File: src/rtl/bp_cfg_link_pkg.sv
// Shared cfg-link definitions: register map, loader state encoding and the
// write payload carried from the loader FSM to the output hold stage.
package bp_cfg_link_pkg;

   localparam int CFG_CORE_WIDTH = 8;
   localparam int CFG_ADDR_WIDTH = 16;
   localparam int CFG_DATA_WIDTH = 32;

   localparam logic [CFG_ADDR_WIDTH-1:0] FREEZE     = 16'h0000;
   localparam logic [CFG_ADDR_WIDTH-1:0] CORE_ID    = 16'h0001;
   localparam logic [CFG_ADDR_WIDTH-1:0] CCE_MODE   = 16'h0002;
   localparam logic [CFG_ADDR_WIDTH-1:0] UCODE_BASE = 16'h8000;

   typedef enum logic [3:0] {
      e_idle,
      e_freeze,
      e_core_id,
      e_cce_mode,
      e_ucode_rd,
      e_ucode_wr,
      e_next_core,
      e_unfreeze,
      e_done
   } loader_state_e;

   typedef struct packed {
      logic [CFG_CORE_WIDTH-1:0] core;
      logic [CFG_ADDR_WIDTH-1:0] addr;
      logic [CFG_DATA_WIDTH-1:0] data;
   } cfg_wr_s;

   // Counter width that stays at least one bit for degenerate counts.
   function automatic int safe_clog2(input int n);
      return (n <= 1) ? 1 : $clog2(n);
   endfunction

endpackage

File: src/rtl/bp_cfg_loader_hold.sv
// Keeps the cfg payload stable while the link stalls; a write offered in its
// first cycle passes straight through, later cycles replay the captured copy.
module bp_cfg_loader_hold
   import bp_cfg_link_pkg::*;
(
   input  logic    i_clk,
   input  logic    i_rst_n,
   input  logic    i_v,
   input  cfg_wr_s i_wr,
   input  logic    i_ready,
   output logic    o_v,
   output cfg_wr_s o_wr
);

   logic    r_held_v;
   cfg_wr_s r_wr;

   always_ff @(posedge i_clk or negedge i_rst_n) begin
      if (!i_rst_n) r_held_v <= 1'b0;
      else          r_held_v <= i_v & ~i_ready;
   end

   // NOTE: the payload copy has no reset; it is only visible while r_held_v is set.
   always_ff @(posedge i_clk) begin
      if (i_v && !i_ready && !r_held_v) r_wr <= i_wr;
   end

   assign o_v  = i_v;
   assign o_wr = r_held_v ? r_wr : i_wr;

endmodule

File: src/rtl/bp_cfg_loader.sv
// Post-reset cfg sequencer: freezes each core, writes core id, CCE mode and
// CCE microcode over the cfg link, then unfreezes all cores.
module bp_cfg_loader
   import bp_cfg_link_pkg::*;
#(
   parameter int num_core_p              = 1,
   parameter int cfg_core_width_p        = 8,
   parameter int cfg_addr_width_p        = 16,
   parameter int cfg_data_width_p        = 32,
   parameter int num_cce_instr_ram_els_p = 256
) (
   input  logic                                          clk_i,
   input  logic                                          reset_n_i,
   input  logic                                          start_i,
   input  logic                                          cce_mode_i,
   output logic                                          ucode_v_o,
   output logic [safe_clog2(num_cce_instr_ram_els_p)-1:0] ucode_addr_o,
   input  logic [cfg_data_width_p-1:0]                   ucode_data_i,
   output logic                                          cfg_v_o,
   output logic [cfg_core_width_p-1:0]                   cfg_core_o,
   output logic [cfg_addr_width_p-1:0]                   cfg_addr_o,
   output logic [cfg_data_width_p-1:0]                   cfg_data_o,
   input  logic                                          cfg_ready_i,
   output logic                                          busy_o,
   output logic                                          done_o
);

   localparam int CORE_CNT_W  = safe_clog2(num_core_p);
   localparam int INSTR_CNT_W = safe_clog2(num_cce_instr_ram_els_p);

   if (cfg_core_width_p != CFG_CORE_WIDTH || cfg_addr_width_p != CFG_ADDR_WIDTH ||
       cfg_data_width_p != CFG_DATA_WIDTH) begin : g_bad_link_width
      $error("bp_cfg_loader: cfg link widths differ from bp_cfg_link_pkg");
   end
   if (num_cce_instr_ram_els_p > 0 &&
       (longint'(UCODE_BASE) + longint'(num_cce_instr_ram_els_p) - 1) >=
       (longint'(1) << cfg_addr_width_p)) begin : g_bad_ucode_range
      $error("bp_cfg_loader: UCODE_BASE + instr index overflows cfg address");
   end
   if (num_core_p < 1 || longint'(num_core_p) > (longint'(1) << cfg_core_width_p)) begin : g_bad_core_count
      $error("bp_cfg_loader: num_core_p does not fit the cfg core field");
   end

   loader_state_e           r_state, w_state_nxt;
   logic [CORE_CNT_W-1:0]   r_core_cnt, w_core_cnt_nxt;
   logic [INSTR_CNT_W-1:0]  r_instr_cnt, w_instr_cnt_nxt;
   logic                    w_req_v, w_ucode_v, w_out_v;
   cfg_wr_s                 w_req, w_out;
   logic                    w_last_core, w_last_instr;
   logic [CFG_CORE_WIDTH-1:0] w_core_id;

   assign w_last_core  = (r_core_cnt == CORE_CNT_W'(num_core_p - 1));
   assign w_last_instr = (r_instr_cnt == INSTR_CNT_W'(num_cce_instr_ram_els_p - 1));
   assign w_core_id    = CFG_CORE_WIDTH'(r_core_cnt);

   // NOTE: state registers update with non-blocking assignments only.
   always_ff @(posedge clk_i or negedge reset_n_i) begin
      if (!reset_n_i) begin
         r_state     <= e_idle;
         r_core_cnt  <= '0;
         r_instr_cnt <= '0;
      end else begin
         r_state     <= w_state_nxt;
         r_core_cnt  <= w_core_cnt_nxt;
         r_instr_cnt <= w_instr_cnt_nxt;
      end
   end

   // NOTE: every signal of this block is defaulted first so no latch is inferred.
   always_comb begin
      w_state_nxt     = r_state;
      w_core_cnt_nxt  = r_core_cnt;
      w_instr_cnt_nxt = r_instr_cnt;
      w_req_v         = 1'b0;
      w_req           = '0;
      w_ucode_v       = 1'b0;
      case (r_state)
         e_idle: if (start_i) w_state_nxt = e_freeze;
         e_freeze: begin
            w_req_v = 1'b1;
            w_req   = '{core: w_core_id, addr: FREEZE, data: CFG_DATA_WIDTH'(1)};
            if (cfg_ready_i) w_state_nxt = e_core_id;
         end
         e_core_id: begin
            w_req_v = 1'b1;
            w_req   = '{core: w_core_id, addr: CORE_ID, data: CFG_DATA_WIDTH'(r_core_cnt)};
            if (cfg_ready_i) w_state_nxt = e_cce_mode;
         end
         e_cce_mode: begin
            w_req_v = 1'b1;
            w_req   = '{core: w_core_id, addr: CCE_MODE, data: CFG_DATA_WIDTH'(cce_mode_i)};
            if (cfg_ready_i)
               w_state_nxt = (num_cce_instr_ram_els_p == 0) ? e_next_core : e_ucode_rd;
         end
         e_ucode_rd: begin
            w_ucode_v   = 1'b1;
            w_state_nxt = e_ucode_wr;
         end
         e_ucode_wr: begin
            // ROM data is only valid now; the hold stage keeps it across stalls.
            w_req_v = 1'b1;
            w_req   = '{core: w_core_id, addr: UCODE_BASE + CFG_ADDR_WIDTH'(r_instr_cnt),
                        data: ucode_data_i};
            if (cfg_ready_i) begin
               if (w_last_instr) begin
                  w_instr_cnt_nxt = '0;
                  w_state_nxt     = e_next_core;
               end else begin
                  w_instr_cnt_nxt = r_instr_cnt + 1'b1;
                  w_state_nxt     = e_ucode_rd;
               end
            end
         end
         e_next_core: begin
            if (w_last_core) begin
               w_core_cnt_nxt = '0;
               w_state_nxt    = e_unfreeze;
            end else begin
               w_core_cnt_nxt = r_core_cnt + 1'b1;
               w_state_nxt    = e_freeze;
            end
         end
         e_unfreeze: begin
            w_req_v = 1'b1;
            w_req   = '{core: w_core_id, addr: FREEZE, data: '0};
            if (cfg_ready_i) begin
               if (w_last_core) w_state_nxt    = e_done;
               else             w_core_cnt_nxt = r_core_cnt + 1'b1;
            end
         end
         e_done:  ;
         default: w_state_nxt = e_idle;
      endcase
   end

   bp_cfg_loader_hold u_hold (
      .i_clk   (clk_i),
      .i_rst_n (reset_n_i),
      .i_v     (w_req_v),
      .i_wr    (w_req),
      .i_ready (cfg_ready_i),
      .o_v     (w_out_v),
      .o_wr    (w_out)
   );

   assign cfg_v_o      = w_out_v;
   assign cfg_core_o   = w_out.core;
   assign cfg_addr_o   = w_out.addr;
   assign cfg_data_o   = w_out.data;
   assign ucode_v_o    = w_ucode_v;
   assign ucode_addr_o = w_ucode_v ? r_instr_cnt : '0;
   assign busy_o       = (r_state != e_idle) && (r_state != e_done);
   assign done_o       = (r_state == e_done);

endmodule

File: config.mk
export PLATFORM = sky130hd
export DESIGN_NAME = bp_cfg_loader
export DESIGN_NICKNAME = d
export VERILOG_FILES = /design/src/rtl/bp_cfg_link_pkg.sv /design/src/rtl/bp_cfg_loader_hold.sv /design/src/rtl/bp_cfg_loader.sv
export SDC_FILE = /design/constraint.sdc
export NUM_CORES = 1
export LEC_CHECK = 0
export CAP_MARGIN = 20
export CELL_PAD_IN_SITES_DETAIL_PLACEMENT = 1
export CELL_PAD_IN_SITES_GLOBAL_PLACEMENT = 1
export CORE_MARGIN = 1
export CORE_UTILIZATION = 38
export CTS_CLUSTER_DIAMETER = 150
export CTS_CLUSTER_SIZE = 30
export DETAILED_ROUTE_END_ITERATION = 10
export GPL_TIMING_DRIVEN = 0
export PLACE_DENSITY = 0.95
export SYNTH_ARGS = -nofsm -noshare
export SYNTH_HDL_FRONTEND = slang
export SYNTH_SLANG_ARGS = --single-unit
export TNS_END_PERCENT = 100
File: constraint.sdc
create_clock -name clk_i -period 8.3 [get_ports clk_i]
set_input_delay 1.66 -clock clk_i [delete_from_list [all_inputs] [get_ports clk_i]]
set_output_delay 1.66 -clock clk_i [all_outputs]
set_load 0.01 [all_outputs]
==> flow_summary.json <==
{
  "cts-root-buf": "clkbuf_8",
  "antenna_cells": 0,
  "post_cts_resized": 0,
  "seqPwrFrac_pct": 33.4,
  "synth_edf_count": 41,
  "hp-class": "reg2reg",
  "mostFrequentLayoutCells": "88 x clkdlybuf4s50_1, 42 x mux2_2, 41 x edfxtp_1, 35 x and2_4",
  "htree_levels": 2,
  "intPower_w": 0.000848,
  "cts_hold_buf": 0,
  "synthToLayoutAreaGrowth_pct": 39.8,
  "startpoint_type": "input port",
  "max_freq_ghz": 0.206,
  "insertion_delay_ns": 0.32,
  "vdd_drop_max_v": 0.000151,
  "min_period_over_period_pct": 58.5,
  "post_cts_buffers": 0,
  "die_area_um2": 8360,
  "r2r-end": "u_hold.r_wr[3]$_DFFE_PP_",
  "netlist_area_um2": 3040,
  "hold_violations": 0,
  "gp_congestion": 0.788,
  "crit_start": "ucode_data_i[0]",
  "via_per_inst": 4.76,
  "seq_area_frac_synth_pct": 51.2,
  "wl_um": 7220,
  "worstSetupPathType": "in2out",
  "clock-sinks": 54,
  "finish.utilization_pct": 55.0,
  "ys_warn_count": 0,
  "grt_pass1_wl_um": 11900,
  "p_leak_nw": 1.72,
  "worst_pin_slew_ns": 0.789,
  "min_path_cells": 1,
  "finalPower_w": 0.00126,
  "worstRegToRegCells": 6,
  "p_per_area_nw_per_um2": 297,
  "via_count": 2142,
  "max-clock-path-buffers": 2,
  "ys.flop_type": "edfxtp_1",
  "setup_viol_count_final": 0,
  "antenna_found_initial": 0,
  "finalNonFillerCells": 450,
  "ys_types": 45,
  "cp.arrival_ns": 3.19,
  "crit_path_end": "cfg_data_o[0]",
  "hpwl_um": 5500,
  "fin_skew_ns": 0.0165,
  "r2r-start": "r_state[1]$_DFFE_PN0P_",
  "synth_area_per_cell_um2": 12.9,
  "async_reset_ff_share_pct": 24.1,
  "firstDrtPassIters": 4,
  "wire_per_inst_um": 16.1,
  "cp-end-kind": "primary output",
  "rsz0062_at_grt": "no",
  "numCtsBuffers": 5,
  "drc": 0,
  "finalMaxSlewViolations": 0,
  "ys_seq_elements": 54,
  "cts_tree": "built",
  "dp_cells": 442,
  "placementRows": 32,
  "slew_headroom_pct": 47.1,
  "grtUsageTotal_pct": 18.1,
  "worstPathRequired_ns": 6.64,
  "syn_inst": 235,
  "cp_max_fo": 2,
  "p_comb_share_pct": 52.4,
  "ant_nets": 0,
  "p_sw_w": 0.000415,
  "status": "complete, no violations",
  "layout-drive-gt1-share_pct": 35.3,
  "start_util_pct": 39.3,
  "drt_iter0_drc": 110,
  "reg2reg_setup_slack_ns": 5.87,
  "setup_tns_ns": 0,
  "clkTransAtPathRegs_ns": 0.10,
  "p_clk_share_pct": 14.2,
  "min_period_ns": 4.85,
  "dieHeight_um": 91.4,
  "ios": 105,
  "core_um2": 7730,
  "die_x_um": 91.4,
  "grt_max_degree": 17,
  "layout_commonest_cell": "clkdlybuf4s50_1",
  "first_global_vias": 2345,
  "finish.net_count": 385,
  "grt_overflow": 0,
  "num-fill-cells": 806,
  "io_buffers": 88,
  "netSwitchingFraction_pct": 32.8,
  "max-cap-violations": 0
}
-- worst max-delay path: stages --
cell             delay, ns
clkdlybuf4s50_1       0.45
inv_1                 0.04
a21oi_1               0.14
o21a_1                0.19
mux2_2                0.16
clkdlybuf4s50_1       0.55
-- metal layers --
layer | wire length (µm) | global-route usage (%)
met1 | 3020 | 21.1
met2 | 3860 | 34.0
met3 | 264 | 3.43
met4 | 84 | 4.10
met5 | 0 | 0
-- Yosys cell counts (all sizes together), types with 3 or more instances --
library cell	count	area, µm²
inv	3	11.3
and2	46	378
buf	25	198
dfrtp	13	325
and3	3	18.8
nor2	9	36.3
clkbuf	4	16.3
o21ai	4	20.0
edfxtp	41	1230
nand3	5	25.0
nand2	7	26.3
mux2	42	473
-- state kept, by name, indices dropped and copies added, names as in the netlist --
register and cells:
r_instr_cnt 8, r_state 4, u_hold.r_held_v 1, u_hold.r_wr 41
-- power groups by stage --
stage | combinational, W | clock, W | sequential, W
after global routing | 0.000711 | 0.000194 | 0.000430
final | 0.000662 | 0.000179 | 0.000422
after CTS | 0.000672 | 0.000184 | 0.000423
after global placement | 0.000637 | 0 | 0.000430
after floorplan | 0.000386 | 0 | 0.000419
after detailed placement | 0.000669 | 0 | 0.000428
-- final cells by class --
type / count / area [µm²] / share of cell area (%)
Clock inverter: 2 / 37.5 / 0.884
Inverter: 3 / 11.3 / 0.265
Tap cell: 102 / 128 / 3.00
Timing Repair Buffer: 91 / 915 / 21.5
Buffer: 29 / 214 / 5.04
Clock buffer: 6 / 72.6 / 1.71
Sequential cell: 54 / 1560 / 36.6
Multi-Input combinational cell: 163 / 1310 / 30.9
-- metrics by stage --
stage / area (µm²) / hold WS, ns / setup slack, ns
floorplan: 3090 / 0.484 / 3.19
global placement: 4100 / 0.523 / 1.80
detailed placement: 4140 / 0.548 / 3.47
CTS: 4250 / 0.557 / 3.46
global route: 4250 / 0.579 / 3.41
finish: 4250 / 0.555 / 3.45
-- cells by family (layout without fill, tap and decap cells) --
family                   Yosys count  in the layout  synth area share (%)
AO/OA/AOI/OAI                     16             16                  3.71
AND/OR/NAND/NOR                   85             85                  20.4
other                              1             15                 0.123
adder cells (fa/ha/maj)            1              1                 0.412
multiplexers                      42             42                  15.6
XOR/XNOR                           4              4                  1.15
flip-flops                        54             54                  51.2
buffers and inverters             32            131                  7.41
-- worst min path at each step --
| stage | start | to | slack, ns |
|---|---|---|---|
| after floorplan | r_state[3]$_DFFE_PN0P_ | r_state[2]$_DFFE_PN0P_ | 0.48 |
| after global placement | r_instr_cnt[7]$_DFFE_PN0P_ | r_instr_cnt[7]$_DFFE_PN0P_ | 0.52 |
| after detailed placement | r_instr_cnt[6]$_DFFE_PN0P_ | r_instr_cnt[6]$_DFFE_PN0P_ | 0.55 |
| after CTS | r_state[3]$_DFFE_PN0P_ | r_state[2]$_DFFE_PN0P_ | 0.56 |
| after global routing | r_state[3]$_DFFE_PN0P_ | r_state[2]$_DFFE_PN0P_ | 0.58 |
| final | r_state[3]$_DFFE_PN0P_ | r_state[2]$_DFFE_PN0P_ | 0.55 |
Power figures use the tool's default switching activity.
